`src/rtl/shift_unit_arbiter_pkg.sv`:
```
// Shared constants for the shift unit arbiter: datapath widths, requester id
// encodings and arbitration mode encodings.
package shift_unit_arbiter_pkg;

    localparam int SUA_DATA_W  = 32;
    localparam int SUA_SHAMT_W = 5;

    localparam logic REQ_ALU = 1'b0;
    localparam logic REQ_MD  = 1'b1;

    localparam int PRIO_RR    = 0;
    localparam int PRIO_FIXED = 1;

endpackage

```
`src/rtl/shift_unit_arbiter_shift.sv`:
```
// Logarithmic barrel shifter: logical left shift with zero fill, one mux
// level per shift-amount bit.
module logical_left_shift
    import shift_unit_arbiter_pkg::*;
#(
    parameter int DATA_W  = SUA_DATA_W,
    parameter int SHAMT_W = SUA_SHAMT_W
) (
    input  logic [DATA_W-1:0]  i_data,
    input  logic [SHAMT_W-1:0] i_shamt,
    output logic [DATA_W-1:0]  o_data
);

    logic [DATA_W-1:0] w_stage;

    always_comb begin
        w_stage = i_data;
        for (int i = 0; i < SHAMT_W; i++) begin
            if (i_shamt[i]) begin
                w_stage = w_stage << (1 << i);
            end
        end
    end

    assign o_data = w_stage;

endmodule

```
`src/rtl/shift_unit_arbiter.sv`:
```
// Two-requester arbiter in front of a shared left shifter, built as a
// two-stage valid/ready pipeline (operand register, result register).
module shift_unit_arbiter
    import shift_unit_arbiter_pkg::*;
#(
    parameter int DATA_W    = SUA_DATA_W,
    parameter int SHAMT_W   = SUA_SHAMT_W,
    parameter int PRIO_MODE = PRIO_RR
) (
    input  logic               clock,
    input  logic               reset,
    input  logic               req0_valid,
    output logic               req0_ready,
    input  logic [DATA_W-1:0]  req0_data,
    input  logic [SHAMT_W-1:0] req0_shamt,
    input  logic               req1_valid,
    output logic               req1_ready,
    input  logic [DATA_W-1:0]  req1_data,
    input  logic [SHAMT_W-1:0] req1_shamt,
    output logic               rsp_valid,
    input  logic               rsp_ready,
    output logic [DATA_W-1:0]  rsp_data,
    output logic               rsp_id,
    output logic               idle
);

    logic               r_a_valid;
    logic [DATA_W-1:0]  r_a_data;
    logic [SHAMT_W-1:0] r_a_shamt;
    logic               r_a_id;
    logic               r_b_valid;
    logic [DATA_W-1:0]  r_b_data;
    logic               r_b_id;
    logic               r_last_grant;

    logic               w_b_take;
    logic               w_a_free;
    logic               w_grant0;
    logic               w_grant1;
    logic [DATA_W-1:0]  w_shifted;

    assign w_b_take = r_a_valid & (~r_b_valid | rsp_ready);
    assign w_a_free = ~r_a_valid | w_b_take;

    // Ready never feeds back into valid; grants are also held off while reset is asserted.
    always_comb begin
        w_grant0 = 1'b0;
        w_grant1 = 1'b0;
        if (w_a_free && reset) begin
            if (req0_valid && req1_valid) begin
                if (PRIO_MODE == PRIO_FIXED) begin
                    w_grant0 = 1'b1;
                end else if (r_last_grant == REQ_MD) begin
                    w_grant0 = 1'b1;
                end else begin
                    w_grant1 = 1'b1;
                end
            end else if (req0_valid) begin
                w_grant0 = 1'b1;
            end else if (req1_valid) begin
                w_grant1 = 1'b1;
            end
        end
    end

    logical_left_shift #(
        .DATA_W  (DATA_W),
        .SHAMT_W (SHAMT_W)
    ) u_shift (
        .i_data  (r_a_data),
        .i_shamt (r_a_shamt),
        .o_data  (w_shifted)
    );

    // Stage A: operand register, refilled in the same cycle it drains into B.
    always_ff @(posedge clock or negedge reset) begin
        if (!reset) begin
            r_a_valid    <= 1'b0;
            r_a_data     <= '0;
            r_a_shamt    <= '0;
            r_a_id       <= REQ_ALU;
            r_last_grant <= REQ_MD;
        end else begin
            if (w_grant0 || w_grant1) begin
                r_a_valid    <= 1'b1;
                r_a_data     <= w_grant1 ? req1_data  : req0_data;
                r_a_shamt    <= w_grant1 ? req1_shamt : req0_shamt;
                r_a_id       <= w_grant1 ? REQ_MD : REQ_ALU;
                r_last_grant <= w_grant1 ? REQ_MD : REQ_ALU;
            end else if (w_b_take) begin
                r_a_valid <= 1'b0;
            end
        end
    end

    // Stage B: result register, held stable while the consumer stalls.
    always_ff @(posedge clock or negedge reset) begin
        if (!reset) begin
            r_b_valid <= 1'b0;
            r_b_data  <= '0;
            r_b_id    <= REQ_ALU;
        end else begin
            if (w_b_take) begin
                r_b_valid <= 1'b1;
                r_b_data  <= w_shifted;
                r_b_id    <= r_a_id;
            end else if (rsp_ready) begin
                r_b_valid <= 1'b0;
            end
        end
    end

    assign req0_ready = w_grant0;
    assign req1_ready = w_grant1;
    assign rsp_valid  = r_b_valid;
    assign rsp_data   = r_b_data;
    assign rsp_id     = r_b_id;
    assign idle       = ~r_a_valid & ~r_b_valid;

endmodule

```
`config.mk`:
```
export PLATFORM = sky130hd
export DESIGN_NAME = shift_unit_arbiter
export DESIGN_NICKNAME = d
export VERILOG_FILES = /design/src/rtl/shift_unit_arbiter_pkg.sv /design/src/rtl/shift_unit_arbiter_shift.sv /design/src/rtl/shift_unit_arbiter.sv
export SDC_FILE = /design/constraint.sdc
export NUM_CORES = 1
export LEC_CHECK = 0
export ABC_CLOCK_PERIOD_IN_PS = 5000
export CORE_MARGIN = 2
export CORE_UTILIZATION = 40
export DETAILED_ROUTE_END_ITERATION = 16
export GPL_ROUTABILITY_DRIVEN = 0
export PLACE_DENSITY = 0.66
export SKIP_LAST_GASP = 1
export SLEW_MARGIN = 20
export SYNTH_ARGS = -nofsm -noshare
export SYNTH_HDL_FRONTEND = slang
export SYNTH_HIERARCHICAL = 1
export SYNTH_SLANG_ARGS = --single-unit
export TNS_END_PERCENT = 100
```
`constraint.sdc`:
```
create_clock -name clock -period 5 [get_ports clock]
set_input_delay 1 -clock clock [delete_from_list [all_inputs] [get_ports clock]]
set_output_delay 1 -clock clock [all_outputs]
set_load 0.005 [all_outputs]
```
### After elaboration in Yosys (flattened, before gate mapping)

Index checks and enable logic that the tools add are counted.

| word-level totals | value |
|---|---|
| bits in registers | 74 |
| input port bits | 79 |
| output and inout bits | 37 |

| operators by class | value |
|---|---|
| mux-type cells | 21 |
| bitwise gates (word level) | 6 |
| reductions and logical operators | 5 |

Operator list:

| cell | number |
|---|---|
| 32-bit two-way mux | 6 |
| 1-bit two-way mux | 14 |
| 5-bit two-way mux | 1 |
| 2-bit nonzero test | 2 |
| 1-bit bitwise AND | 2 |
| 1-bit logical AND | 2 |
| 1-bit NOT | 2 |
| 1-bit OR | 2 |
| 1-bit logical OR | 1 |

### Depth between registers and ports, before layout

Gate-level depths: netlist of run 1.

| logic depth | value |
|---|---|
| depth in word-level cells | 8 |
| gate-level depth with buffers | 8 |
| gate-level depth less buffers | 5 |

### Hierarchy

Netlist of run 1, hierarchy kept.

By module, submodules not included:

| module | instances | cells an instance | area each (um^2) | seq. area each (um^2) |
|---|---|---|---|---|
| shift_unit_arbiter | 1 | 223 | 3135.5 | 1853.0 |
| logical_left_shift | 1 | 183 | 1774.2 | 0.0 |

### Worst setup path before layout of run 1

OpenSTA, ideal clock, no wires.

| timing | value |
|---|---|
| path type | input -> output |
| start | input req1_valid |
| end | output req0_ready |
| data arrival time | 1521 ps |
| data required time | 4000 ps |
| slack | 2479 ps |
| stages | 4 |
| cells stage by stage | nor2b_1 buf_4 nand2b_1 nor2_1 |

| on the way | value |
|---|---|
| cells in the longest elaborated chain, start to end | 3 |

Ends and longest elaborated chain:

| item | RTL line | source |
|---|---|---|
| start, declared | shift_unit_arbiter.sv:16 | `input logic req1_valid,` |
| 1-bit logical AND | shift_unit_arbiter.sv:50 | `if (req0_valid && req1_valid) begin` |
| 1-bit two-way mux | shift_unit_arbiter.sv:50 |  |
| 1-bit two-way mux | shift_unit_arbiter.sv:49 | `if (w_a_free && reset) begin` |
| end, declared | shift_unit_arbiter.sv:13 | `output logic req0_ready,` |

No other way between the ends.

### Worst setup path after layout of run 1

| timing | value |
|---|---|
| start | input req0_valid |
| end | output req1_ready |

| on the way | value |
|---|---|
| cells in the longest elaborated chain, start to end | 3 |
| elaborated cells between the ends (all ways) | 4 |
| classes of those cells | mux (3); reduce/logical (1) |

Ends and longest elaborated chain:

| item | RTL line | source |
|---|---|---|
| start, declared | shift_unit_arbiter.sv:12 | `input logic req0_valid,` |
| 1-bit two-way mux or 1-bit logical AND (tied branches) | shift_unit_arbiter.sv:58, shift_unit_arbiter.sv:50 |  |
| 1-bit two-way mux * | shift_unit_arbiter.sv:50 |  |
| 1-bit two-way mux * | shift_unit_arbiter.sv:49 |  |
| end, declared | shift_unit_arbiter.sv:17 | `output logic req1_ready,` |

Every way passes the cells marked *; elsewhere a longest branch is shown, timed or not.

==> summary.md, run 1 <==
| Metric | Value |
|---|---|
| Portion of the post-synthesis area used by sequential elements | `37.74%` |
| Number of stages on the worst setup path | `4` |
| Number of hold-repair buffers added at the cts stage | `0` |
| Fraction of post-synthesis cell area in the top cell type by area | `37.21%` |
| Clock Tree Buf Depth | `2` |
| Number of instances on the worst hold path | `1` |
| Final ANT Viol Nets | `0` |
| Core region area | `12,010 µm²` |
| Most frequent cells after synthesis | `73 x sky130_fd_sc_hd__dfrtp_1, 48 x sky130_fd_sc_hd__mux2_2, 37 x sky130_fd_sc_hd__o32ai_1` |
| Post-synthesis area per instance | `about 12 µm²` |
| Post-synthesis cell type count | `about 50` |
| Cells along the critical path | `clkdlybuf4s50_1 -> a21bo_2 -> nor2_1 -> clkdlybuf4s50_1` |
| Layout net count | `574` |
| Total clock buffers created by CTS | `9` |
| Worst setup SP type | `input port` |
| 1st-pass router iterations | `4` |
| Number of enable-type register cells in the synthesized netlist | `0` |
| Portion of the clock cycle consumed by the worst path in the final layout | `roughly three quarters` |
| Crit path time final | `roughly 3700 ps` |
| Number of sinks on the clock net | `74` |
| Kind of critical path | `input port to output port` |
| Kind of cell with the highest combined delay on the critical path | `buffers and inverters` |
| Async SR Flop Fraction | `100.0%` |
| Leak pwr | `2.418 nW` |
| Leading register cell type out of synthesis | `sky130_fd_sc_hd__dfrtp_1` |
| Post-CTS setup buffers | `0` |
| Cells taking the most area after synthesis | `sky130_fd_sc_hd__dfrtp_1 37%, sky130_fd_sc_hd__mux2_2 11%, sky130_fd_sc_hd__mux4_2 11%` |
| Via/cell ratio | `just over 6` |
| RSZ-0062 raised after global routing | `no` |
| Overall routed net length | `~13,000 µm` |
| Portion of total power attributed to combinational logic | `slightly above 40%` |
| Minimum setup slack after placement | `1272 ps` |
| Library cell with the largest summed area after synthesis | `sky130_fd_sc_hd__dfrtp_1` |
| Ratio of total power to cell area | `roughly 430 nW/µm²` |
| HPWL after detailed placement | `between 9000 and 10,000 µm` |
| Switch share | `32.62%` |
| Global-route wire length before repair | `between 20,000 and 25,000 µm` |
| Number of pins exceeding their max-slew limit in the final report | `0` |
| Violation count after the first detailed-routing iteration | `between 300 and 400` |
| Number of DRC violations after detailed routing | `0` |
| Wire length per cell | `19.58 µm` |
| Floorplan die width | `114.8 µm` |
| Critical path startpoint | `req0_valid` |
| Sequential Power Share | `35.0%` |
| Global-route congestion overflow total | `0` |
| Worst path required time | `about 4000 ps` |
| Worst-Margin Slew | `around 970 ps` |
| Worst Setup Slack, final | `about 1300 ps` |
| Warnings from Yosys | `6` |
| Reg clk slew, reported paths | `approximately 50 ps` |
| Vias in the first global route | `3,814` |
| Number of max-cap violations | `0` |
| Antenna diode count | `0` |
| Most frequent CP cell | `sky130_fd_sc_hd__clkdlybuf4s50_1` |
| Critical Path End Type | `output port` |
| Layout cell share with drive strength beyond 1 | `20.64%` |
| Max Fclk | `about 0.27 GHz` |
| Maximum ir drop on the vdd rail | `0.1920 mV` |
| Synthesis-to-layout area growth | `28.19%` |
| WP data arrival | `~2800 ps` |
| Largest fanout on the critical path | `38` |
| Cells on worst reg2reg path | `5` |
| Design internal power | `0.001818 W` |
| Slowest Stage Delay on Critical Path | `approximately 630 ps` |
| Status | `completed` |
| Number of vias in the routed layout | `about 4,000` |
| Most numerous cell in the Yosys netlist | `sky130_fd_sc_hd__dfrtp_1` |
| Starting density of the core | `about two fifths` |
| Number of instances in the synthesized netlist | `around 400` |
| Relative slew slack | `a little over a third` |
| Clk root buf | `sky130_fd_sc_hd__clkbuf_16` |
| CTS resizes | `0` |
| CTS tree | `built` |
| FF+latch count, synth | `74` |
| Switching pwr | `0.0008801 W` |
| Total buffers and inverters traversed by the critical path | `2` |
| Min-delay src | `rsp_data[11]` |
| Largest net degree at the start of global routing | `58` |
| Synthesized area | `between 4000 and 5000 µm²` |
| Reg-to-Reg Start | `r_a_shamt[2]` |
| Fin. Hold Viols | `0` |
| Final worst clock skew | `about 10 ps` |
| Final setup violation count | `0` |
| Setup_tns | `0 ps` |
| Height of the die | `114.8 µm` |
| Number of antenna violations at the first check in global routing | `0` |
| Area enclosed by the die boundary | `between 10,000 and 15,000 µm²` |
| I/O pin count | `roughly 120` |
| H-Tree Depth | `3` |
| Insertion delay to the later sink of the worst-skew pair | `340 ps` |
| Standard-cell rows | `40` |
| Type of the worst min-delay path | `register to register` |
| Fraction of power consumed by the clock network | `around a quarter` |
| Slowest stage cell, crit path | `sky130_fd_sc_hd__a21bo_2` |
| Global-route usage over all layers | `19.77%` |
| Port-buffer cells | `115` |
| Total nets after synthesis | `~490` |
## cell usage in the layout (no fill, tap or decap), types with 9 or more instances in the layout
cell type / count
sky130_fd_sc_hd__clkbuf_16: 9
sky130_fd_sc_hd__nor2_1: 22
sky130_fd_sc_hd__mux4_1: 9
sky130_fd_sc_hd__mux2_2: 48
sky130_fd_sc_hd__o32ai_1: 37
sky130_fd_sc_hd__mux2i_1: 9
sky130_fd_sc_hd__nand2_1: 20
sky130_fd_sc_hd__clkdlybuf4s50_1: 114
sky130_fd_sc_hd__dfrtp_1: 72
sky130_fd_sc_hd__mux4_2: 24
sky130_fd_sc_hd__a2bb2oi_1: 36
## cells by family (layout without fill, tap and decap cells)
kind of cell	count (synthesis)	after routing	synth area share (%)
AO/OA/AOI/OAI	125	125	20.51
multiplexers	90	90	28.67
flip-flops	74	74	37.74
AND/OR/NAND/NOR	70	70	6.804
buffers and inverters	47	140	6.269
## layout make-up
class / instances / area, µm²
well taps: 147 / 183.9
inverters: 4 / 15.01
fillers: 1096 / 5718
flip-flops and latches: 74 / 1854
multi-input cells: 285 / 2755
clock inverters: 5 / 55.05
repair buffers: 121 / 1191
clock buffers: 10 / 239.0
## per-layer routing
layer  part of all wire (%)  vias up  GRT usage (%)
li1                       -     1839              -
met3                    6.6       20          4.112
met2                     46      176          30.10
met1                     45     1925          28.48
met4                    2.2        0          6.506
met5                      0        -              0
## flip-flops by register name, indices dropped and copies added (netlist names)
name,count
r_a_valid,1
rsp_data,32
r_a_id,1
r_a_shamt,5
r_last_grant,1
r_a_data,32
rsp_valid,1
rsp_id,1
## worst paths after layout
path | slack (ps) | endpoint
hold reg to reg | 500 | rsp_data[11]
hold / removal | 500 | rsp_data[11]
max in group asynchronous | 3340 | r_a_data[22]
min in group asynchronous | 640 | r_a_shamt[1]
setup reg to reg | 2080 | rsp_data[30]
setup / recovery | 1250 | req1_ready
## power by group through the flow
stage / Sequential [W] / Clock (W) / Combinational [W]
global placement: 0.000948 / 0 / 0.00109
detailed placement: 0.000955 / 0 / 0.00111
global route: 0.000975 / 0.000679 / 0.00120
CTS: 0.000945 / 0.000650 / 0.00111
floorplan: 0.000866 / 0 / 0.000775
finish: 0.000944 / 0.000637 / 0.00112
## through the flow
step                instance area [µm²]  total power (W)  utilization [%]  hold WS [ps]  std cells
finish                             6294         0.002698            52.40         501.3        646
global route                       6294         0.002858            52.40         510.4        646
CTS                                6294         0.002710            52.40         504.4        646
detailed placement                 6000         0.002064            49.95         491.7        631
global placement                   5998         0.002042            49.94         488.0        631
floorplan                          4910         0.001641                -         456.0        406
Power figures use the tool's default switching activity.
==> run 2: changes to the inputs <==
--- a/config.mk
+++ b/config.mk
@@ -5,12 +5,12 @@
 export SDC_FILE = /design/constraint.sdc
 export NUM_CORES = 1
 export LEC_CHECK = 0
-export ABC_CLOCK_PERIOD_IN_PS = 5000
+export ABC_CLOCK_PERIOD_IN_PS = 3400
 export CORE_MARGIN = 2
 export CORE_UTILIZATION = 40
 export DETAILED_ROUTE_END_ITERATION = 16
 export GPL_ROUTABILITY_DRIVEN = 0
-export PLACE_DENSITY = 0.66
+export PLACE_DENSITY = 0.69
 export SKIP_LAST_GASP = 1
 export SLEW_MARGIN = 20
 export SYNTH_ARGS = -nofsm -noshare
==> constraint.sdc (replaced) <==
create_clock -name clock -period 3.4 [get_ports clock]
set_input_delay 0.68 -clock clock [delete_from_list [all_inputs] [get_ports clock]]
set_output_delay 0.68 -clock clock [all_outputs]
set_load 0.005 [all_outputs]
==> run 2 against run 1 <==
Global-route usage grew 1.3 points. Critical path type is now register to register. Count of clock-buffer cells in the layout rose by 1. Clock skew fell by 6.8 ps. Highest routed layer unchanged. Total power up 45%. Sequential share of layout area down 0.058 points. Clock power rose by 30%. Worst hold slack got worse by 330 ps. Cell count increased by 1.2%.
==> summary.md, run 2 (synthesized netlist as in run 1, its figures left out) <==
| Metric | Value |
|---|---|
| Final core utilization | `52.50% (+0.10 points)` |
| Via/cell ratio | `6.338 (+3.4%)` |
| I/O pin count | `116 (unchanged)` |
| Kind of critical path | `register to register` |
| Design internal power | `0.002595 W (+43%)` |
| Fin. Hold Viols | `0 (unchanged)` |
| Max Fclk | `0.3604 GHz` |
| Slowest stage cell, crit path | `sky130_fd_sc_hd__dfrtp_2` |
| Core region area | `12,010 µm² (unchanged)` |
| Reg-to-Reg Start | `r_a_shamt[0]` |
| Number of max-cap violations | `0 (unchanged)` |
| 1st-pass router iterations | `6 (+2)` |
| Worst setup SP type | `register` |
| Fraction of power consumed by the clock network | `21.2% (-2.4 points)` |
| RSZ-0062 raised after global routing | `no` |
| Number of hold-repair buffers added at the cts stage | `0 (unchanged)` |
| Number of pins exceeding their max-slew limit in the final report | `0 (unchanged)` |
| Reg clk slew, reported paths | `60 ps (about the same)` |
| Count of non-filler cells in the finished layout | `654 (+1.2%)` |
| Portion of the clock cycle consumed by the worst path in the final layout | `approximately four fifths` |
| Switch share | `33.79% (+1.2 points)` |
| Status | `completed` |
| Cells on worst reg2reg path | `5 (unchanged)` |
| Number of cells after detailed placement | `638 (+1.1%)` |
| Violation count after the first detailed-routing iteration | `388 (-0.51%)` |
| Final setup violation count | `0 (unchanged)` |
| Global-route wire length before repair | `21,580 µm (+6.8%)` |
| Layout net count | `581 (+1.2%)` |
| CTS tree | `built` |
| Vias in the first global route | `4,074 (+6.8%)` |
| Port-buffer cells | `115 (unchanged)` |
| Global-route congestion overflow total | `0 (unchanged)` |
| Insertion delay to the later sink of the worst-skew pair | `330 ps (about the same)` |
| Placed Area | `6051 µm² (+0.86%)` |
| Capture point of the worst reg-to-reg path | `rsp_data[26]` |
| Floorplan die width | `114.8 µm (unchanged)` |
| Type of the worst min-delay path | `input port to asynchronous set/reset pin` |
| Leading cell type in the layout, fill and taps excluded | `sky130_fd_sc_hd__clkdlybuf4s50_1` |
| Finished Cell Area | `6306 µm² (+0.20%)` |
| Worst-Margin Slew | `963.0 ps (-6.788 ps)` |
| CTS resizes | `0 (unchanged)` |
| Commonest cells after routing, fill and taps aside | `114 x sky130_fd_sc_hd__clkdlybuf4s50_1, 72 x sky130_fd_sc_hd__dfrtp_1, 48 x sky130_fd_sc_hd__mux2_2` |
| Final worst clock skew | `3.125 ps (-6.800 ps)` |
| WP data arrival | `2990 ps (+240 ps)` |
| Leak pwr | `2.439 nW (+0.89%)` |
| Flop2flop setup slack | `630 ps (-1450 ps)` |
| Relative slew slack | `35.80% (+0.45 points)` |
| Total clock buffers created by CTS | `9 (unchanged)` |
| Cells along the critical path | `mux4_1 -> and3_1 -> a221o_1 -> a221o_1 -> mux2_2` |
| Area enclosed by the die boundary | `13,180 µm² (unchanged)` |
| Clk root buf | `sky130_fd_sc_hd__clkbuf_16` |
| Number of DRC violations after detailed routing | `0 (unchanged)` |
| Post-CTS setup buffers | `0 (unchanged)` |
| Critical Path End Type | `register` |
| Setup_tns | `0 ps (unchanged)` |
| Most frequent CP cell | `sky130_fd_sc_hd__a221o_1` |
| Clock Tree Buf Depth | `2 (unchanged)` |
| Starting density of the core | `40.88% (unchanged)` |
| Switching pwr | `0.001324 W (+50%)` |
| Number of vias in the routed layout | `4,145 (+4.7%)` |
| Slowest Stage Delay on Critical Path | `1000 ps (+370 ps)` |
| Largest fanout on the critical path | `36 (-5.3%)` |
| Maximum ir drop on the vdd rail | `0.3020 mV (+57%)` |
| Ratio of total power to cell area | `621.5 nW/µm² (+45%)` |
| Standard-cell rows | `40 (unchanged)` |
| Hold_ws | `170.3 ps (-331.0 ps)` |
| Sequential Power Share | `35.7% (+0.7 points)` |
| Overall routed net length | `13,660 µm (+8.0%)` |
| Fill cell total of the finished layout | `1,037 (-5.4%)` |
| Number of sinks on the clock net | `74 (unchanged)` |
| Portion of total power attributed to combinational logic | `43.1% (+1.7 points)` |
| Layout cell share with drive strength beyond 1 | `21.15% (+0.50 points)` |
| Crit path time final | `between 2000 and 3000 ps` |
| Global-route usage over all layers | `21.02% (+1.3 points)` |
| Height of the die | `114.8 µm (unchanged)` |
| Synthesis-to-layout area growth | `28.44%` |
| Number of antenna violations at the first check in global routing | `1 (+1)` |
| Wire length per cell | `20.88 µm (+6.7%)` |
| Largest net degree at the start of global routing | `72 (+24%)` |
| Final ANT Viol Nets | `0 (unchanged)` |
| H-Tree Depth | `3 (unchanged)` |
| Worst path required time | `3620 ps (-380 ps)` |
| HPWL after detailed placement | `9943 µm (+7.9%)` |
[run 2: power by group through the flow]
stage / Sequential, W / Clock [W] / Combinational (W)
finish: 0.00140 / 0.000830 / 0.00169
global route: 0.00144 / 0.000882 / 0.00180
CTS: 0.00140 / 0.000845 / 0.00167
detailed placement: 0.00142 / 0 / 0.00166
global placement: 0.00140 / 0 / 0.00163
floorplan: 0.00127 / 0 / 0.00114
[run 2: through the flow]
stage               setup slack (ps)  total power (W)
global placement               662.6         0.003027
global route                   437.1         0.004124
floorplan                       1277         0.002413
CTS                            629.9         0.003916
finish                         625.4         0.003919
detailed placement             632.0         0.003077
[run 2: worst max-delay path by stage]
| stage | depth (start not counted) | end | slack (ps) | start |
|---|---|---|---|---|
| 2_1_floorplan | 6 | rsp_data[26] | 1280 | r_a_shamt[0] |
| 3_3_place_gp | 5 | req0_ready | 660 | rsp_ready |
| 3_5_place_dp | 5 | rsp_data[26] | 630 | r_a_shamt[0] |
| 4_1_cts | 5 | req1_ready | 630 | rsp_ready |
| 5_1_grt | 5 | rsp_data[16] | 440 | r_a_shamt[0] |
| 6_report | 5 | rsp_data[26] | 630 | r_a_shamt[0] |
[run 2: final cells by class]
class | count | area (µm²) | share of cell area, %
Tap cell | 147 | 183.9 | 2.917
Sequential cell | 74 | 1854 | 29.40
Timing Repair Buffer | 128 | 1244 | 19.72
Multi-Input combinational cell | 285 | 2754 | 43.67
Inverter | 4 | 15.01 | 0.2381
Clock buffer | 11 | 232.7 | 3.690
Clock inverter | 4 | 20.02 | 0.3175
Antenna cell | 1 | 2.502 | 0.03968
[run 2: worst max-delay path, delay by kind of cell, from the launching register on]
kind,cells,cell delay [ps]
mux,2,950
compound gates,2,520
simple gates,1,190
flops,1,1000
[run 2: metal layers]
metal / global-route usage [%] / vias to the layer above / wire length (µm)
met4: 7.390 / 0 / 376
li1: - / 1847 / -
met3: 4.217 / 28 / 857
met2: 33.85 / 208 / 6377
met1: 28.57 / 2062 / 6048
met5: 0 / - / 0
==> run 3: changes to the inputs <==
--- a/config.mk
+++ b/config.mk
@@ -5,12 +5,12 @@
 export SDC_FILE = /design/constraint.sdc
 export NUM_CORES = 1
 export LEC_CHECK = 0
-export ABC_CLOCK_PERIOD_IN_PS = 3400
+export ABC_CLOCK_PERIOD_IN_PS = 2880
 export CORE_MARGIN = 2
 export CORE_UTILIZATION = 40
 export DETAILED_ROUTE_END_ITERATION = 16
 export GPL_ROUTABILITY_DRIVEN = 0
-export PLACE_DENSITY = 0.69
+export PLACE_DENSITY = 0.66
 export SKIP_LAST_GASP = 1
 export SLEW_MARGIN = 20
 export SYNTH_ARGS = -nofsm -noshare
==> constraint.sdc (replaced) <==
create_clock -name clock -period 2.88 [get_ports clock]
set_input_delay 0.576 -clock clock [delete_from_list [all_inputs] [get_ports clock]]
set_output_delay 0.576 -clock clock [all_outputs]
set_load 0.005 [all_outputs]
==> run 3 against run 2 <==
Sequential share of layout area fell by 0.42 points. Clock skew is 4.6 ps higher. Cell area is 1.4% higher. Die area is the same. Sequential cell count unchanged. Maximum frequency up 6.1%. Wire length decreased by 2.3%. Critical path type unchanged.
==> summary.md, run 3 (synthesized netlist as in run 1, its figures left out) <==
| Metric | Value |
|---|---|
| Area taken by multi-input logic gates | `2754 µm² (unchanged)` |
| Post-CTS setup buffers | `0 (unchanged)` |
| CTS tree | `built` |
| H-Tree Depth | `3 (unchanged)` |
| Core region area | `12,010 µm² (unchanged)` |
| Cells along the critical path | `buf_4 -> mux4_2 -> and3_1 -> a221oi_1 -> o211ai_1 -> mux2_2` |
| Number of antenna violations at the first check in global routing | `1 (unchanged)` |
| Number of hold-repair buffers added at the cts stage | `0 (unchanged)` |
| Layout net count | `580 (-0.17%)` |
| Number of sinks on the clock net | `74 (unchanged)` |
| Number of max-cap violations | `0 (unchanged)` |
| HPWL after detailed placement | `9763 µm (-1.8%)` |
| Clk root buf | `sky130_fd_sc_hd__clkbuf_16` |
| I/O pin count | `116 (unchanged)` |
| Max Fclk | `0.3826 GHz (+6.1%)` |
| Global-route wire length before repair | `21,500 µm (-0.35%)` |
| Worst-Margin Slew | `971.9 ps (+8.913 ps)` |
| Final core utilization | `53.26% (+0.76 points)` |
| 1st-pass router iterations | `5 (-1)` |
| Number of cells after detailed placement | `637 (-0.16%)` |
| Wire length per cell | `20.40 µm (-2.3%)` |
| Kind of critical path | `register to register` |
| Final worst clock skew | `7.713 ps (+4.588 ps)` |
| Standard-cell rows | `40 (unchanged)` |
| Number of pins exceeding their max-slew limit in the final report | `0 (unchanged)` |
| Overall routed net length | `13,340 µm (-2.3%)` |
| Largest net degree at the start of global routing | `72 (unchanged)` |
| Kind of cell with the highest combined delay on the critical path | `multiplexers` |
| Worst setup SP type | `register` |
| Via/cell ratio | `6.239 (-1.6%)` |
| Slowest Stage Delay on Critical Path | `780 ps (-220 ps)` |
| Area enclosed by the die boundary | `13,180 µm² (unchanged)` |
| Maximum ir drop on the vdd rail | `0.3203 mV (+6.0%)` |
| Floorplan die width | `114.8 µm (unchanged)` |
| Synthesis-to-layout area growth | `30.30%` |
| Seq. cell area | `1854 µm² (unchanged)` |
| Final setup violation count | `0 (unchanged)` |
| Total clock buffers created by CTS | `9 (unchanged)` |
| RSZ-0062 raised after global routing | `no` |
| Reg clk slew, reported paths | `60 ps (about the same)` |
| Count of non-filler cells in the finished layout | `654 (unchanged)` |
| Total chip power | `0.004874 W (+24%)` |
| Fill cell total of the finished layout | `1,073 (+3.5%)` |
| Violation count after the first detailed-routing iteration | `447 (+15%)` |
| Number of DRC violations after detailed routing | `0 (unchanged)` |
| WP data arrival | `2830 ps (-160 ps)` |
| CTS resizes | `0 (unchanged)` |
| Global-route usage over all layers | `20.87% (-0.15 points)` |
| Ratio of total power to cell area | `761.8 nW/µm² (+23%)` |
| Leak pwr | `2.475 nW (+1.5%)` |
| Starting density of the core | `40.88% (unchanged)` |
| Global-route congestion overflow total | `0 (unchanged)` |
| Final ANT Viol Nets | `0 (unchanged)` |
| Total buffers and inverters traversed by the critical path | `1 (+1)` |
| Worst Setup Slack, final | `266.0 ps (-359.4 ps)` |
| Type of the worst min-delay path | `input port to asynchronous set/reset pin` |
| Status | `completed` |
| Critical Path End Type | `register` |
| Crit path time final | `2614 ps (-160.6 ps)` |
| Insertion delay to the later sink of the worst-skew pair | `330 ps (about the same)` |
| Fin. Hold Viols | `0 (unchanged)` |
| Slowest stage cell, crit path | `sky130_fd_sc_hd__dfrtp_2` |
| Layout cell share with drive strength beyond 1 | `21.54% (+0.40 points)` |
| Clock Tree Buf Depth | `2 (unchanged)` |
| Minimum setup slack after placement | `271.2 ps (-360.8 ps)` |
| Largest fanout on the critical path | `26 (-28%)` |
| Worst path required time | `3100 ps (-520 ps)` |
| Height of the die | `114.8 µm (unchanged)` |
| Number of vias in the routed layout | `4,080 (-1.6%)` |
| Relative slew slack | `35.07% (-0.73 points)` |
| Setup_tns | `0 ps (unchanged)` |
| Vias in the first global route | `4,055 (-0.47%)` |
| Leading cell type in the layout, fill and taps excluded | `sky130_fd_sc_hd__clkdlybuf4s50_1` |
| Portion of the clock cycle consumed by the worst path in the final layout | `90.76% (+9.2 points)` |
| Port-buffer cells | `115 (unchanged)` |
| Commonest cells after routing, fill and taps aside | `114 x sky130_fd_sc_hd__clkdlybuf4s50_1, 72 x sky130_fd_sc_hd__dfrtp_1, 48 x sky130_fd_sc_hd__mux2_2` |
==> run 3: cell count changes in the layout (fill, tap and decap cells not counted) <==
cell / change
sky130_fd_sc_hd__clkbuf_8: +3
sky130_fd_sc_hd__clkinv_2: -3
sky130_fd_sc_hd__buf_4: -2
sky130_fd_sc_hd__bufinv_16: +2
sky130_fd_sc_hd__clkbuf_1: -2
sky130_fd_sc_hd__buf_12: +1
sky130_fd_sc_hd__clkinvlp_4: +1
==> run 3: cell type report <==
type	count	share of cell area, %
well taps	147	2.875
multi-input cells	285	43.05
flip-flops and latches	74	28.98
inverters	4	0.2347
diodes	1	0.03912
repair buffers	127	19.52
clock buffers	12	4.166
clock inverters	4	1.134
==> run 3: through the flow <==
step | hold slack (ps) | cell area [µm²]
after floorplan | 280.4 | 4910
after global placement | 408.6 | 6056
after detailed placement | 412.6 | 6056
after CTS | 55.07 | 6395
after global routing | 56.01 | 6395
final | 57.46 | 6397
==> run 3: routing by layer <==
layer / GRT usage, % / part of all wire, %
met1: 28.00 / 44
met2: 32.98 / 46
met3: 5.166 / 6.9
met4: 7.871 / 3.3
met5: 0 / 0
==> run 3: final timing paths <==
| kind | start | endpoint | slack [ps] | cells past startpoint |
|---|---|---|---|---|
| min | reset | r_a_id | 60 | 1 |
| max reg2reg | r_a_shamt[0] | rsp_data[25] | 270 | 6 |
| min reg2reg | rsp_data[31] | rsp_data[31] | 500 | 1 |
| max in group asynchronous | reset | r_a_shamt[0] | 1680 | 2 |
| max | r_a_shamt[0] | rsp_data[25] | 270 | 6 |
| min in group clock | rsp_data[31] | rsp_data[31] | 500 | 1 |
==> run 3: worst reg2reg max path, delay by kind of cell, from the launching register on <==
kind,cells,cell delay [ps]
muxes,2,810
DFF,1,780
AOI/OAI and AO/OA,2,430
buffers and inverters,1,270
and+or+nand+nor,1,210
==> run 3: report_power, final <==
group / leakage [nW] / switching (W) / internal (W)
Combinational: 1.44 / 0.000836 / 0.00118
Sequential: 0.870 / 0.000296 / 0.00131
Clock: 0.165 / 0.000419 / 0.000827
